### config.mk
export PLATFORM = sky130hd
export DESIGN_NAME = onehot_encoder_register_flat
export DESIGN_NICKNAME = d
export VERILOG_FILES = /design/src/rtl/onehot_encoder_register_pkg.sv /design/src/rtl/onehot_encoder_register_if.sv /design/src/rtl/onehot_encoder_register_check.sv /design/src/rtl/onehot_encoder_register.sv /design/src/flat_wrapper.sv
export SDC_FILE = /design/constraint.sdc
export NUM_CORES = 1
export LEC_CHECK = 0
export CORE_MARGIN = 2
export CORE_UTILIZATION = 30
export CTS_CLUSTER_DIAMETER = 150
export DETAILED_ROUTE_END_ITERATION = 12
export PLACE_DENSITY = 0.67
export SLEW_MARGIN = 15
export SYNTH_ARGS = -nofsm -noshare
export SYNTH_HDL_FRONTEND = slang
export SYNTH_SLANG_ARGS = --single-unit
### constraint.sdc
create_clock -name clk -period 3.34 [get_ports clk]
set_clock_uncertainty 0.05 [all_clocks]
set_input_delay 0.668 -clock clk [delete_from_list [all_inputs] [get_ports clk]]
set_output_delay 0.668 -clock clk [all_outputs]
set_load 0.01 [all_outputs]
### src/rtl/onehot_encoder_register_pkg.sv
// ---------------------------------------------------------------------------
// onehot_pkg
// Purpose : Shared definitions for the one-hot encoder register slice.
//           Holds the skid-buffer state enum and the default widths used by
//           the interface, the checker and the top module.
// Ports   : none (package)
// ---------------------------------------------------------------------------
package onehot_pkg;

    // Default widths: a 16-bit one-hot vector encodes into a 4-bit index.
    localparam int DEF_INPUT_WIDTH  = 16;
    localparam int DEF_OUTPUT_WIDTH = 4;
    localparam int DEF_ERRCNT_WIDTH = 8;

    // Occupancy of the two-entry skid buffer.
    // EMPTY: nothing held, BUSY: main entry only, FULL: main and skid.
    typedef enum logic [1:0] {
        EMPTY = 2'd0,
        BUSY  = 2'd1,
        FULL  = 2'd2
    } state_t;

endpackage

### src/rtl/onehot_encoder_register_if.sv
// ---------------------------------------------------------------------------
// onehot_encoder_register_if
// Purpose : Groups the upstream valid/ready, downstream valid/ready and the
//           enable gate of the one-hot encoder register.
// Signals : enable, in_valid, onehot_in, out_ready   (master -> slave)
//           in_ready, out_valid, binary_out, err_out  (slave -> master)
// Modports: master (traffic source/sink), slave (the encoder register)
// ---------------------------------------------------------------------------
interface onehot_encoder_register_if
    import onehot_pkg::*;
#(
    parameter int INPUT_WIDTH  = DEF_INPUT_WIDTH,
    parameter int OUTPUT_WIDTH = DEF_OUTPUT_WIDTH
);

    logic                    enable;
    logic                    in_valid;
    logic                    in_ready;
    logic [INPUT_WIDTH-1:0]  onehot_in;
    logic                    out_valid;
    logic                    out_ready;
    logic [OUTPUT_WIDTH-1:0] binary_out;
    logic                    err_out;

    modport master (
        output enable, in_valid, onehot_in, out_ready,
        input  in_ready, out_valid, binary_out, err_out
    );

    modport slave (
        input  enable, in_valid, onehot_in, out_ready,
        output in_ready, out_valid, binary_out, err_out
    );

endinterface

### src/rtl/onehot_encoder_register_check.sv
// ---------------------------------------------------------------------------
// onehot_check
// Purpose : Purely combinational inspection of a one-hot vector.
// Ports   : i_vec   - vector under test
//           o_index - index of the lowest set bit (0 when no bit is set)
//           o_zero  - no bit set
//           o_multi - more than one bit set
// ---------------------------------------------------------------------------
module onehot_check
    import onehot_pkg::*;
#(
    parameter int INPUT_WIDTH  = DEF_INPUT_WIDTH,
    parameter int OUTPUT_WIDTH = DEF_OUTPUT_WIDTH
) (
    input  logic [INPUT_WIDTH-1:0]  i_vec,
    output logic [OUTPUT_WIDTH-1:0] o_index,
    output logic                    o_zero,
    output logic                    o_multi
);

    // Scan from the top down so the last hit, i.e. the lowest set bit, wins.
    always_comb begin
        o_index = '0;
        for (int i = INPUT_WIDTH - 1; i >= 0; i--) begin
            if (i_vec[i]) begin
                o_index = OUTPUT_WIDTH'(i);
            end
        end
    end

    // v & (v - 1) clears the lowest set bit; anything left means multi-hot.
    assign o_zero  = ~|i_vec;
    assign o_multi = |(i_vec & (i_vec - INPUT_WIDTH'(1)));

endmodule

### src/rtl/onehot_encoder_register.sv
// ---------------------------------------------------------------------------
// onehot_encoder_register
// Purpose : Encodes a one-hot vector to the index of its lowest set bit and
//           flags zero-hot/multi-hot inputs, buffering results in a two-entry
//           skid buffer so in_ready never depends on out_ready.
// Ports   : clk      - rising-edge clock
//           rst_n    - asynchronous active-low reset
//           bus      - onehot_encoder_register_if.slave (handshakes + data)
//           err_clr  - synchronous error-counter clear   (ONEHOT_ENC_ERRCNT_EN)
//           err_count- saturating error count            (ONEHOT_ENC_ERRCNT_EN)
// Config  : `define ONEHOT_ENC_ERRCNT_EN to build the error counter.
// ---------------------------------------------------------------------------
module onehot_encoder_register
    import onehot_pkg::*;
#(
    parameter int INPUT_WIDTH  = DEF_INPUT_WIDTH,
    parameter int OUTPUT_WIDTH = DEF_OUTPUT_WIDTH,
    parameter int ERRCNT_WIDTH = DEF_ERRCNT_WIDTH
) (
    input  logic                     clk,
    input  logic                     rst_n,
    onehot_encoder_register_if.slave bus
`ifdef ONEHOT_ENC_ERRCNT_EN
    ,
    input  logic                     err_clr,
    output logic [ERRCNT_WIDTH-1:0]  err_count
`endif
);

    // Reject parameter sets that cannot round-trip between vector and index.
    if (INPUT_WIDTH != (2 ** OUTPUT_WIDTH)) begin : g_widthCheck
        $error("onehot_encoder_register: INPUT_WIDTH must equal 2**OUTPUT_WIDTH");
    end
    if (ERRCNT_WIDTH < 1) begin : g_errWidthCheck
        $error("onehot_encoder_register: ERRCNT_WIDTH must be at least 1");
    end

    state_t                  r_state;
    state_t                  w_nextState;
    logic                    r_armed;
    logic [OUTPUT_WIDTH-1:0] r_mainIndex;
    logic                    r_mainErr;
    logic [OUTPUT_WIDTH-1:0] r_skidIndex;
    logic                    r_skidErr;
    logic [OUTPUT_WIDTH-1:0] w_index;
    logic                    w_zero;
    logic                    w_multi;
    logic                    w_err;
    logic                    w_inReady;
    logic                    w_inXfer;
    logic                    w_outXfer;
    logic                    w_loadMain;
    logic                    w_loadSkid;
    logic                    w_moveSkid;

    onehot_check #(
        .INPUT_WIDTH  (INPUT_WIDTH),
        .OUTPUT_WIDTH (OUTPUT_WIDTH)
    ) u_check (
        .i_vec   (bus.onehot_in),
        .o_index (w_index),
        .o_zero  (w_zero),
        .o_multi (w_multi)
    );

    assign w_err = w_zero | w_multi;

    // r_armed keeps in_ready low during reset and releases it on the first
    // clock edge afterwards; in_ready only looks at registered state and enable.
    assign w_inReady      = bus.enable && r_armed && (r_state != FULL);
    assign w_inXfer       = bus.in_valid && w_inReady;
    assign w_outXfer      = (r_state != EMPTY) && bus.out_ready;
    assign bus.in_ready   = w_inReady;
    assign bus.out_valid  = (r_state != EMPTY);
    assign bus.binary_out = r_mainIndex;
    assign bus.err_out    = r_mainErr;

    always_ff @(posedge clk or negedge rst_n) begin
        if (!rst_n) begin
            r_armed <= 1'b0;
        end else begin
            r_armed <= 1'b1;
        end
    end

    always_ff @(posedge clk or negedge rst_n) begin
        if (!rst_n) begin
            r_state <= EMPTY;
        end else begin
            r_state <= w_nextState;
        end
    end

    // Next-state and entry steering. A simultaneous in/out transfer in BUSY
    // reloads main directly; the skid entry is only filled when main is stuck.
    always_comb begin
        w_nextState = r_state;
        w_loadMain  = 1'b0;
        w_loadSkid  = 1'b0;
        w_moveSkid  = 1'b0;
        case (r_state)
            EMPTY: begin
                if (w_inXfer) begin
                    w_nextState = BUSY;
                    w_loadMain  = 1'b1;
                end
            end
            BUSY: begin
                if (w_inXfer && w_outXfer) begin
                    w_loadMain  = 1'b1;
                end else if (w_inXfer) begin
                    w_nextState = FULL;
                    w_loadSkid  = 1'b1;
                end else if (w_outXfer) begin
                    w_nextState = EMPTY;
                end
            end
            FULL: begin
                if (w_outXfer) begin
                    w_nextState = BUSY;
                    w_moveSkid  = 1'b1;
                end
            end
            default: begin
                w_nextState = EMPTY;
            end
        endcase
    end

    always_ff @(posedge clk or negedge rst_n) begin
        if (!rst_n) begin
            r_mainIndex <= '0;
            r_mainErr   <= 1'b0;
            r_skidIndex <= '0;
            r_skidErr   <= 1'b0;
        end else begin
            if (w_loadMain) begin
                r_mainIndex <= w_index;
                r_mainErr   <= w_err;
            end else if (w_moveSkid) begin
                r_mainIndex <= r_skidIndex;
                r_mainErr   <= r_skidErr;
            end
            if (w_loadSkid) begin
                r_skidIndex <= w_index;
                r_skidErr   <= w_err;
            end
        end
    end

`ifdef ONEHOT_ENC_ERRCNT_EN
    logic [ERRCNT_WIDTH-1:0] r_errCount;

    // Clear beats increment; the count sticks at all-ones instead of wrapping.
    always_ff @(posedge clk or negedge rst_n) begin
        if (!rst_n) begin
            r_errCount <= '0;
        end else if (err_clr) begin
            r_errCount <= '0;
        end else if (w_inXfer && w_err && (r_errCount != '1)) begin
            r_errCount <= r_errCount + ERRCNT_WIDTH'(1);
        end
    end

    assign err_count = r_errCount;
`endif

endmodule

### src/flat_wrapper.sv
// flat-port wrapper written by rule: the top's interface ports become plain ports
module onehot_encoder_register_flat import onehot_pkg::*;
#(
    parameter int INPUT_WIDTH  = DEF_INPUT_WIDTH,
    parameter int OUTPUT_WIDTH = DEF_OUTPUT_WIDTH,
    parameter int ERRCNT_WIDTH = DEF_ERRCNT_WIDTH
)
  (clk, rst_n, bus_enable, bus_in_valid, bus_onehot_in, bus_out_ready, bus_in_ready, bus_out_valid, bus_binary_out, bus_err_out);
  onehot_encoder_register_if #(.INPUT_WIDTH(INPUT_WIDTH), .OUTPUT_WIDTH(OUTPUT_WIDTH)) bus_i ();
  input  logic clk;
  input  logic rst_n;
  input wire logic [$bits(bus_i.enable)-1:0] bus_enable;
  input wire logic [$bits(bus_i.in_valid)-1:0] bus_in_valid;
  input wire logic [$bits(bus_i.onehot_in)-1:0] bus_onehot_in;
  input wire logic [$bits(bus_i.out_ready)-1:0] bus_out_ready;
  output wire logic [$bits(bus_i.in_ready)-1:0] bus_in_ready;
  output wire logic [$bits(bus_i.out_valid)-1:0] bus_out_valid;
  output wire logic [$bits(bus_i.binary_out)-1:0] bus_binary_out;
  output wire logic [$bits(bus_i.err_out)-1:0] bus_err_out;
  assign bus_i.enable = bus_enable;
  assign bus_i.in_valid = bus_in_valid;
  assign bus_i.onehot_in = bus_onehot_in;
  assign bus_i.out_ready = bus_out_ready;
  assign bus_in_ready = bus_i.in_ready;
  assign bus_out_valid = bus_i.out_valid;
  assign bus_binary_out = bus_i.binary_out;
  assign bus_err_out = bus_i.err_out;
  onehot_encoder_register #(.INPUT_WIDTH(INPUT_WIDTH), .OUTPUT_WIDTH(OUTPUT_WIDTH), .ERRCNT_WIDTH(ERRCNT_WIDTH)) u_core (.clk(clk), .rst_n(rst_n), .bus(bus_i));
endmodule
* Word level (Yosys, flattened, before mapping) *
Index checks and enable logic that the tools add are counted.

word-level totals
  register bits = 13
  input bits = 21
  output and inout port bits = 7
  word-level logic and storage cells = 61

cells by class
  add/sub/neg operators = 1
  equality and inequality tests = 7
  muxes and demuxes = 33
  bitwise operators = 2
  reductions and logical operators = 12

operator list
  cell                                                number
  two-way mux 4 bit                                   18
  OR reduction 16 bit                                 2
  bitwise AND 16 bit                                  1
  subtractor 16 x 1 -> 16 bit, second input constant  1
  two-way mux 2 bit                                   5
  two-way mux 1 bit                                   8
  one-hot mux 2 bit (3 select lines)                  1
  logical AND 1 bit                                   5
  != test 2 x 1 -> 1 bit, second input constant       2
  != test 2 bit, second input constant                2
  AND reduction 4 bit                                 1
  nonzero test 2 bit                                  2
  != test 3 x 1 -> 1 bit, second input constant       1
  == test 2 x 1 -> 1 bit, second input constant       1
  == test 2 bit, second input constant                1
  logical NOT 2 bit                                   1
  one-hot mux 1 bit (2 select lines)                  1
  logical NOT 1 bit                                   1
  OR 1 bit                                            1

* Depth between registers and ports, before layout *
Gate-level depths: netlist of run 1.

  depth in word-level cells = 17
  gate-level depth with buffers = 6
  depth with buffers taken out = 5

* Hierarchy *
A second synthesis of run 1 with hierarchy kept.

unflattened totals
  cell total of the unflattened synthesis = 98
  area, all modules = 988.4 µm²

modules (own cells, without submodules)
  module                   times used  cells each  area each (µm²)  seq. area each (µm²)
  onehot_encoder_register  1           46          639.4            325.3
  onehot_check             1           52          349.1            0.0

* Worst setup path before layout of run 1 *
No wires, ideal clock.

  path type = input port to flip-flop
  start point = in bus_onehot_in[3]
  end point = reg u_core.r_skidErr
  library setup time = 0.135 ns
  arrival = 2.015 ns
  required time = 3.155 ns
  slack = 1.140 ns
  stages on the path = 6
  path buffers = 1
  cells stage by stage = or4_1 -> clkbuf_2 -> a2111oi_2 -> a21oi_1 -> nor3_2 -> a31oi_1

between the ends
  longest elaborated chain between the ends = 4
  elaborated cells between the ends (all ways) = 6
  those cells by class = add/sub (1); bitwise (2); reduce/logical (3)

ends and longest elaborated chain
  item                         line                                 RTL
  start, declared              flat_wrapper.sv:14                   input wire logic [$bits(bus_i.onehot_in)-1:0] bus_onehot_in;
  subtractor 16 x 1 -> 16 bit  onehot_encoder_register_check.sv:33  assign o_multi = |(i_vec & (i_vec - INPUT_WIDTH'(1)));
  bitwise AND 16 bit           onehot_encoder_register_check.sv:33
  OR reduction 16 bit          onehot_encoder_register_check.sv:33
  OR 1 bit *                   onehot_encoder_register.sv:66        assign w_err = w_zero | w_multi;
  end signal, assigned         onehot_encoder_register.sv:146       r_skidErr <= w_err;
  end, declared                onehot_encoder_register.sv:44        logic r_skidErr;

Every way passes the cells marked *; elsewhere a longest branch is shown, timed or not.
A chain may end at the register's enable or synchronous reset.

* Worst setup path in the final report of run 1 *
  start point = in bus_enable
  end point = out bus_in_ready

between the ends
  longest elaborated chain between the ends = 2

ends and longest elaborated chain
  item                             line                           RTL
  start, declared                  flat_wrapper.sv:12             input wire logic [$bits(bus_i.enable)-1:0] bus_enable;
  logical AND 1 bit (2 in series)  onehot_encoder_register.sv:70  assign w_inReady = bus.enable && r_armed && (r_state != FULL);
  end, declared                    flat_wrapper.sv:16             output wire logic [$bits(bus_i.in_ready)-1:0] bus_in_ready;

No other way between the ends.

==> out/results.txt, run 1 <==
status - finished with violations
violated checks - design-rule violations
quantity of I/O buffers inserted on ports - 27
TritonCTS clock tree - built
hold path depth - 2
initial antenna violation count - 0
Synth Area in Compound Gates - 0.255
first-pass GRT wire length - 3510 um
Logic pwr share - 0.289
hold violation total from the final report - 0
Crit Path Max Fanout - 3
Overflow after GRT - 0
Distinct cells, synth - 33
Syn Area/Cell - 8.31 um^2
f_max - 387 MHz
Worst-path clk slew - 70 ps
actual slew at the worst max-slew pin - 576 ps
fin nets - 160
crit path kind - primary input to output port
worst r2r src - u_core.r_state[0]
Crit. End Element - output port
aggregate global-route resource usage - 0.131
CTS root buf - clkbuf_4
number of global-route vias before repair - 859
hpwl dp - 1760 um
CP startpoint kind - primary input
period utilization - 0.774
main combinational cell family by area after synthesis - simple AND/OR/NAND/NOR gates
final WL - 2150 um
cell internal pwr - 288 uW
yosys warns - 0
Hold Path End - u_core.r_skidIndex[1]
Simple-Gate Fraction of Synth Area - 0.276
Sequential Power Share - 0.475
CP Data Required Time - 2620 ps
Post-Synth XOR/XNOR Area - 0.00976
Routability Congestion - 0.803
Synth Instances - 108
Total Neg Setup Slack - 0 ps
leakage power total - 0.000478 uW
Avg WL per Cell - 12.7 um
Post-CTS Hold Fix Bufs - 0
Die Y - 58.7 um
Psw - 111 uW
clk buf depth - 2
# diodes - 0
proportion of layout cells with a drive suffix above 1 - 0.0797
via count - 923
Peak supply drop - 0.0941 mV
Area growth syn-to-layout - 36.8%
htree depth - 1
1st-pass router iterations - 8
Arr. time, crit path - 1870 ps
Max-slew headroom - 0.615
io pins - 28
Syn Nets - 129
Via density - 5.46
Hold Crit Start - u_core.r_skidIndex[1]
Post-CTS Setup Inserts - 0
mux share of post-synthesis cell area - 0.0586
Net Sw Frac - 0.279
Synth Area in Adders - 0.0112
mapped cell area - 897 um^2
die width - 58.7 um
TritonCTS Sinks - 13
row cnt - 19
Hold Path Class - flip-flop to flip-flop
DRC viols - 5
P per Cell Area - 325 nW/um^2
final-layout fill cell count - 294
CTS resizes - 0
Seq cells post-synth - 13
reg2reg path depth - 4
number of DRC markers in iteration 0 - 29
crit path time final - 2580 ps
largest net degree at the start of global routing - 14
core area - 2810 um^2
Max Cap Viol - 0
RSZ-0062 raised after global routing - false
ANT nets after route - 0
reg2reg setup slack - 1880 ps
Initial Util - 0.320
overall power - 399 uW
Clk Latency, worst-skew pair - 270 ps
Reg2Reg Capture Point - u_core.bus.err_out
die area - 3440 um^2
count of final setup violators - 0
Clock Power Share - 0.236
Slew Viols, Final - 0
post-synthesis sequential area ratio - 0.363
cts bufs inserted - 3
-- worst max path at each step --
stage	endpoint	cells after the start	slack [ps]	start
final	bus_in_ready	3	760	bus_enable
after global routing	u_core.bus.err_out	6	610	bus_onehot_in[3]
after CTS	bus_in_ready	3	750	bus_enable
after detailed placement	u_core.r_skidErr	6	490	bus_onehot_in[3]
after global placement	u_core.r_skidErr	6	570	bus_onehot_in[2]
after floorplan	u_core.r_skidErr	6	1140	bus_onehot_in[3]
-- power by group through the flow --
stage / clock network (uW) / logic, uW / registers (uW)
4_1_cts: 99.5 / 116 / 190
2_1_floorplan: 0 / 48.2 / 193
5_1_grt: 107 / 127 / 192
3_3_place_gp: 0 / 113 / 192
3_5_place_dp: 0 / 116 / 193
6_report: 94.3 / 115 / 190
-- stage by stage --
step | hold WS [ps] | util | cells | worst slack (ps) | instance area [um^2]
final | 432 | 0.438 | 169 | 755 | 1230
after global routing | 478 | 0.438 | 169 | 613 | 1230
after CTS | 434 | 0.438 | 169 | 753 | 1230
after detailed placement | 413 | 0.428 | 165 | 491 | 1200
after global placement | 408 | 0.428 | 165 | 571 | 1200
after floorplan | 322 | - | 108 | 1140 | 897
-- registers in the layout, summed over array words and instances, names as in the netlist --
name,flops
u_core.bus.binary_out,4
u_core.bus.err_out,1
u_core.r_armed,1
u_core.r_skidErr,1
u_core.r_skidIndex,4
u_core.r_state,2
-- worst max-delay path, stage by stage --
cell	delay, ps
clkdlybuf4s50_1	490
and3_1	180
clkdlybuf4s50_1	530
-- metal layers --
layer	share of wire	up-vias	wire length, um	global-route usage
li1	-	464	-	-
met1	0.47	427	1000	0.162
met2	0.46	29	997	0.234
met3	0.060	3	128	0.0220
met4	0.0088	0	19	0.0390
met5	0	-	0	0
-- Yosys cell counts --
library cell | instances | area share
nand2_1 | 12 | 0.050
clkbuf_2 | 1 | 0.0056
a2111oi_2 | 1 | 0.017
o31ai_1 | 3 | 0.025
a211oi_1 | 3 | 0.025
inv_1 | 4 | 0.017
nor2_1 | 15 | 0.063
mux2i_1 | 3 | 0.033
nor3_2 | 1 | 0.011
or4_1 | 3 | 0.025
a31oi_1 | 3 | 0.021
nor3_1 | 5 | 0.028
nor2b_1 | 3 | 0.021
nand2b_1 | 2 | 0.014
mux2_2 | 2 | 0.025
dfrtp_1 | 13 | 0.36
or2_2 | 4 | 0.028
xnor2_1 | 1 | 0.0098
nand4b_1 | 1 | 0.0098
and4b_1 | 1 | 0.011
conb_1 | 1 | 0.0042
a2111oi_0 | 1 | 0.0098
o21ai_0 | 6 | 0.033
o21bai_1 | 2 | 0.017
a2111oi_1 | 1 | 0.011
a21oi_1 | 6 | 0.033
o211ai_1 | 2 | 0.017
a22oi_1 | 1 | 0.0084
maj3_1 | 1 | 0.011
and3_1 | 1 | 0.0070
o21a_1 | 1 | 0.0084
o41ai_1 | 3 | 0.029
nand3b_1 | 1 | 0.0084
-- kinds of logic after synthesis --
group,count (synthesis)
flops,13
buf+inv,5
other cells,1
mux,5
simple gates,49
xor+xnor,1
compound gates,33
fa+ha+maj,1
-- cell type report --
cell class                      count  area, um^2  area share
Clock buffer                        4        26.3      0.0214
Inverter                            4        15.0      0.0122
Multi-Input combinational cell     90         552       0.450
Sequential cell                    13         325       0.265
Tap cell                           31        38.8      0.0316
Timing Repair Buffer               27         270       0.220
-- cells in the final DEF, fill, tap and decap left out, drive strengths merged, types with 4 or more instances in the layout --
| cell | n |
|---|---|
| clkdlybuf4s50 | 27 |
| o21ai | 6 |
| nand2 | 12 |
| a21oi | 6 |
| dfrtp | 13 |
| nor2 | 15 |
| nor3 | 6 |
| or2 | 4 |
| inv | 4 |
| clkbuf | 4 |
No activity file was read; power rests on OpenSTA's default activity.
==> run 2, diff against run 1 <==
--- a/config.mk
+++ b/config.mk
@@ -9,7 +9,7 @@
 export CORE_UTILIZATION = 30
 export CTS_CLUSTER_DIAMETER = 150
 export DETAILED_ROUTE_END_ITERATION = 12
-export PLACE_DENSITY = 0.67
+export PLACE_DENSITY = 0.69
 export SLEW_MARGIN = 15
 export SYNTH_ARGS = -nofsm -noshare
 export SYNTH_HDL_FRONTEND = slang
==> constraint.sdc (replaced) <==
create_clock -name clk -period 2.2 [get_ports clk]
set_clock_uncertainty 0.05 [all_clocks]
set_input_delay 0.44 -clock clk [delete_from_list [all_inputs] [get_ports clk]]
set_output_delay 0.44 -clock clk [all_outputs]
set_load 0.01 [all_outputs]
==> run 2 against run 1 <==
  * The flow still finishes with violations (design-rule violations)
  * Routed wire length is 6.6% higher
  * Count of clock-buffer cells in the layout stayed put
  * Non-clock buffer count is 13 higher
  * Worst setup slack worse by 690 ps
  * Utilization is 5.2 points higher
  * Cell count is 7.7% higher
  * Total power is 58% higher
  * Cell area is 12% higher
  * Global-route usage is 0.60 points higher
  * Critical path depth stayed put
  * Highest routed layer unchanged
==> out/results.txt, run 2 (synthesized netlist as in run 1, its figures left out) <==
fin util - 0.489 (+0.0517)
f_max - 468 MHz
violated checks - design-rule violations
hold violation total from the final report - 0 (unchanged)
via count - 979 (+6.1%)
cts bufs inserted - 3 (unchanged)
DRC viols - 3 (-2)
leakage power total - 0.000545 uW (+14%)
Peak supply drop - 0.194 mV (+110%)
Crit. End Element - output port
Arr. time, crit path - 1650 ps (-220 ps)
final hold slack - 429 ps (-2.83 ps)
die width - 58.7 um (unchanged)
Die Y - 58.7 um (unchanged)
htree depth - 1 (unchanged)
Crit Path Max Fanout - 3 (unchanged)
Slew Viols, Final - 0 (unchanged)
TritonCTS Sinks - 13 (unchanged)
CP startpoint kind - primary input
crit path time final - 2140 ps
Initial Util - 0.320 (unchanged)
Hold Path Class - flip-flop to flip-flop
first-pass GRT wire length - 3730 um (+6.3%)
Max Cap Viol - 0 (unchanged)
hpwl dp - 1850 um (+5.2%)
CP Data Required Time - 1710 ps (-910 ps)
Area growth syn-to-layout - 53.0%
largest net degree at the start of global routing - 14 (unchanged)
core area - 2810 um^2 (unchanged)
crit path kind - primary input to output port
final WL - 2290 um (+6.6%)
die area - 3440 um^2 (unchanged)
io pins - 28 (unchanged)
Worst-path clk slew - 70 ps (about the same)
row cnt - 19 (unchanged)
actual slew at the worst max-slew pin - 549 ps (-26.4 ps)
aggregate global-route resource usage - 0.137 (+0.00603)
TritonCTS clock tree - built
initial antenna violation count - 0 (unchanged)
ANT nets after route - 0 (unchanged)
count of final setup violators - 0 (unchanged)
status - finished with violations
Post-CTS Hold Fix Bufs - 0 (unchanged)
period utilization - 0.972
number of global-route vias before repair - 922 (+7.3%)
Avg WL per Cell - 12.6 um (-1.0%)
1st-pass router iterations - 8 (unchanged)
fin nets - 173 (+8.1%)
commonest non-fill, non-tap cells in the layout - 27 x clkdlybuf4s50_1, 15 x nor2_1, 13 x buf_4, 13 x dfrtp_1, 12 x nand2_1
commonest non-fill, non-tap cell in the layout - clkdlybuf4s50_1
Clk Latency, worst-skew pair - 270 ps (about the same)
clk buf depth - 2 (unchanged)
quantity of I/O buffers inserted on ports - 27 (unchanged)
proportion of layout cells with a drive suffix above 1 - 0.192 (+0.112)
Overflow after GRT - 0 (unchanged)
Via density - 5.38 (-1.5%)
P per Cell Area - 459 nW/um^2 (+41%)
Routability Congestion - 0.832 (+3.6%)
# diodes - 0 (unchanged)
number of DRC markers in iteration 0 - 60 (+110%)
Max-slew headroom - 0.633 (+0.0176)
CTS root buf - clkbuf_4
run 2: cell types whose count changed in the layout (fill, tap and decap cells not counted):
| cell | change |
|---|---|
| buf_4 | +13 |
| nor3_1 | -1 |
| nor3_2 | +1 |
| or4_4 | +2 |
| o31ai_1 | -1 |
| or4_1 | -2 |
| a2111oi_1 | -1 |
| a2111oi_2 | -1 |
| a2111oi_4 | +2 |
| o31ai_2 | +1 |
run 2: timing repair:
item / in CTS / in global routing
endpoints found under the setup margin: 2 / 2
resized for setup: 3 / 4
pin swaps: 0 / 2
setup buffers: 0 / 0
endpoints found under the hold margin: 0 / 0
run 2: routing by layer:
metal	vias to the layer above	global-route usage	part of all wire
met5	-	0	0
met4	0	0.0552	0.0066
met3	2	0.0154	0.060
met2	30	0.257	0.52
met1	455	0.158	0.42
li1	492	-	-
run 2: power breakdown:
part | internal [uW] | switching (uW) | leakage (uW)
clock network | 70.3 | 71.3 | 0.0000150
logic | 113 | 87.2 | 0.000364
registers | 270 | 19.2 | 0.000166
run 2: cell type report:
type,count,area [um^2]
timing repair buffer,40,368
tap,31,38.8
multi-input combinational,90,599
sequential,13,325
fill,284,1430
clock buffer,4,26.3
inverter,4,15.0
run 2: final timing paths:
| path | start | end | slack [ps] | depth (start not counted) |
|---|---|---|---|---|
| setup / recovery | bus_enable | bus_in_ready | 60 | 3 |
| hold / removal | u_core.r_skidIndex[1] | u_core.r_skidIndex[1] | 430 | 2 |
| setup reg to reg | u_core.r_state[0] | u_core.bus.err_out | 750 | 4 |
| hold reg to reg | u_core.r_skidIndex[1] | u_core.r_skidIndex[1] | 430 | 2 |
| max in group asynchronous | rst_n | u_core.r_skidIndex[1] | 1270 | 1 |
| min in group asynchronous | rst_n | u_core.bus.binary_out[2] | 470 | 1 |
run 2: stage by stage:
step           power, uW  setup TNS (ps)  instance area, um^2  instances  setup WS (ps)
6_report             631               0                 1370        182           61.7
2_1_floorplan        367               0                  897        108            228
3_3_place_gp         478            -521                 1300        178           -261
3_5_place_dp         485            -901                 1300        178           -401
5_1_grt              669           -16.8                 1370        182          -16.8
4_1_cts              632               0                 1340        182           47.3
run 2: critical path: stages:
cell and delay (ps):
clkdlybuf4s50_1 490, and3_1 180, clkdlybuf4s50_1 540
==> run 3, diff against run 2 <==
--- a/config.mk
+++ b/config.mk
@@ -5,7 +5,6 @@
 export SDC_FILE = /design/constraint.sdc
 export NUM_CORES = 1
 export LEC_CHECK = 0
-export CORE_MARGIN = 2
 export CORE_UTILIZATION = 30
 export CTS_CLUSTER_DIAMETER = 150
 export DETAILED_ROUTE_END_ITERATION = 12
==> run 3 against run 2 <==
  * The run still ends with design-rule violations left
  * Combinational power shrank 4%
  * Die area is 6.7% lower
  * Hold slack improved by 2.9 ps
  * Clock power up 8%
  * Largest cell class unchanged
==> out/results.txt, run 3 (synthesized netlist as in run 1, its figures left out) <==
number of DRC markers in iteration 0 - 41 (-32%)
via count - 968 (-1.1%)
quantity of I/O buffers inserted on ports - 27 (unchanged)
Area after DPL - 1300 um^2 (unchanged)
actual slew at the worst max-slew pin - 601 ps (+52.2 ps)
CTS root buf - clkbuf_4
fin util - 0.475 (-0.0138)
Routability Congestion - 0.826 (-0.72%)
TritonCTS Sinks - 13 (unchanged)
cts bufs inserted - 3 (unchanged)
pre-CTS setup slack - -336 ps (+64.3 ps)
Area growth syn-to-layout - 48.7%
io pins - 28 (unchanged)
Final WS setup - 64.0 ps (+2.34 ps)
status - finished with violations
Total Neg Setup Slack - 0 ps (unchanged)
# diodes - 0 (unchanged)
fin nets - 173 (unchanged)
commonest non-fill, non-tap cells in the layout - 27 x clkdlybuf4s50_1, 15 x nor2_1, 13 x buf_4, 13 x dfrtp_1, 12 x nand2_1
Clk Latency, worst-skew pair - 290 ps (+20 ps)
core area - 2810 um^2 (unchanged)
DRC viols - 5 (+2)
1st-pass router iterations - 9 (+1)
f_max - 468 MHz (+0.11%)
die width - 56.7 um (-3.4%)
largest net degree at the start of global routing - 14 (unchanged)
clk buf depth - 2 (unchanged)
CP Data Required Time - 2310 ps (+600 ps)
P per Cell Area - 475 nW/um^2 (+3.3%)
multi-input logic area - 561 um^2 (-6.5%)
ANT nets after route - 0 (unchanged)
htree depth - 1 (unchanged)
Crit. End Element - flip-flop
Arr. time, crit path - 2250 ps (+600 ps)
count of final setup violators - 0 (unchanged)
Slew Viols, Final - 0 (unchanged)
final design instance area without fill - 1330 um^2 (-2.8%)
violated checks - design-rule violations
Max Cap Viol - 0 (unchanged)
TritonCTS clock tree - built
CP startpoint kind - primary input
crit path time final - 2140 ps (-2.34 ps)
Crit Path Max Fanout - 8 (+5)
proportion of layout cells with a drive suffix above 1 - 0.172 (-0.0199)
overall power - 633 uW (+0.42%)
commonest non-fill, non-tap cell in the layout - clkdlybuf4s50_1
Reg area - 325 um^2 (unchanged)
row cnt - 19 (unchanged)
final-layout fill cell count - 302 (+6.3%)
die area - 3210 um^2 (-6.7%)
hold violation total from the final report - 0 (unchanged)
Initial Util - 0.320 (unchanged)
crit path kind - primary input to flip-flop
Via density - 5.32 (-1.1%)
Max-slew headroom - 0.598 (-0.0349)
Peak supply drop - 0.133 mV (-32%)
final WL - 2150 um (-6.0%)
Overflow after GRT - 0 (unchanged)
hpwl dp - 1690 um (-8.3%)
Worst-path clk slew - 80 ps (about the same)
leakage power total - 0.000542 uW (-0.56%)
initial antenna violation count - 0 (unchanged)
Hold Path Class - flip-flop to flip-flop
RSZ-0062 raised after global routing - false
Avg WL per Cell - 11.8 um (-6.0%)
period utilization - 0.971 (-0.00106)
number of global-route vias before repair - 886 (-3.9%)
first-pass GRT wire length - 3590 um (-3.7%)
aggregate global-route resource usage - 0.145 (+0.00745)
Die Y - 56.7 um (-3.4%)
run 3: worst paths after layout:
check | startpoint | endpoint | slack, ps | cells after the start
min in group asynchronous | rst_n | u_core.r_skidIndex[1] | 480 | 1
worst min register to register | u_core.r_skidIndex[3] | u_core.r_skidIndex[3] | 430 | 2
worst max register to register | u_core.r_state[0] | u_core.bus.err_out | 750 | 4
worst min-delay path | u_core.r_skidIndex[3] | u_core.r_skidIndex[3] | 430 | 2
worst max-delay path | bus_onehot_in[1] | u_core.r_skidErr | 60 | 6
max in group asynchronous | rst_n | u_core.r_armed | 1230 | 1
run 3: routing by layer:
metal	share of wire	up-vias	global-route usage
met5	0	-	0
met4	0.020	0	0.0964
met3	0.059	3	0.0138
met2	0.48	38	0.252
met1	0.44	432	0.167
li1	-	495	-
run 3: critical path, stage by stage:
cell	delay, ps
clkdlybuf4s50_1	430
or4_4	610
a2111oi_2	360
a21oi_1	90
nor3_2	210
a31oi_1	110
run 3: area by class of cell:
type                       instances  share of cell area
clock buffer                       4              0.0197
inverter                           4              0.0113
multi-input combinational         90               0.420
sequential                        13               0.244
tap                               31              0.0291
timing repair buffer              40               0.276
run 3: per-stage QoR:
stage / instances / hold WS, ps
after floorplan: 108 / 94.4
after global placement: 178 / 405
after detailed placement: 178 / 419
after CTS: 182 / 438
after global routing: 182 / 470
final: 182 / 432
run 3: where the power goes:
group / switching [uW] / internal, uW / leakage [uW]
Combinational: 81.6 / 112 / 0.000361
Sequential: 17.5 / 270 / 0.000166
Clock: 82.3 / 70.6 / 0.0000150
Total: 181 / 452 / 0.000542
run 3: what timing repair did:
action	4_1_cts	5_1_grt
gates cloned	0	0
setup buffers	0	0
gates resized for setup	1	1
endpoints found under the setup margin	2	1
pin swaps	0	1
hold buffers	0	0
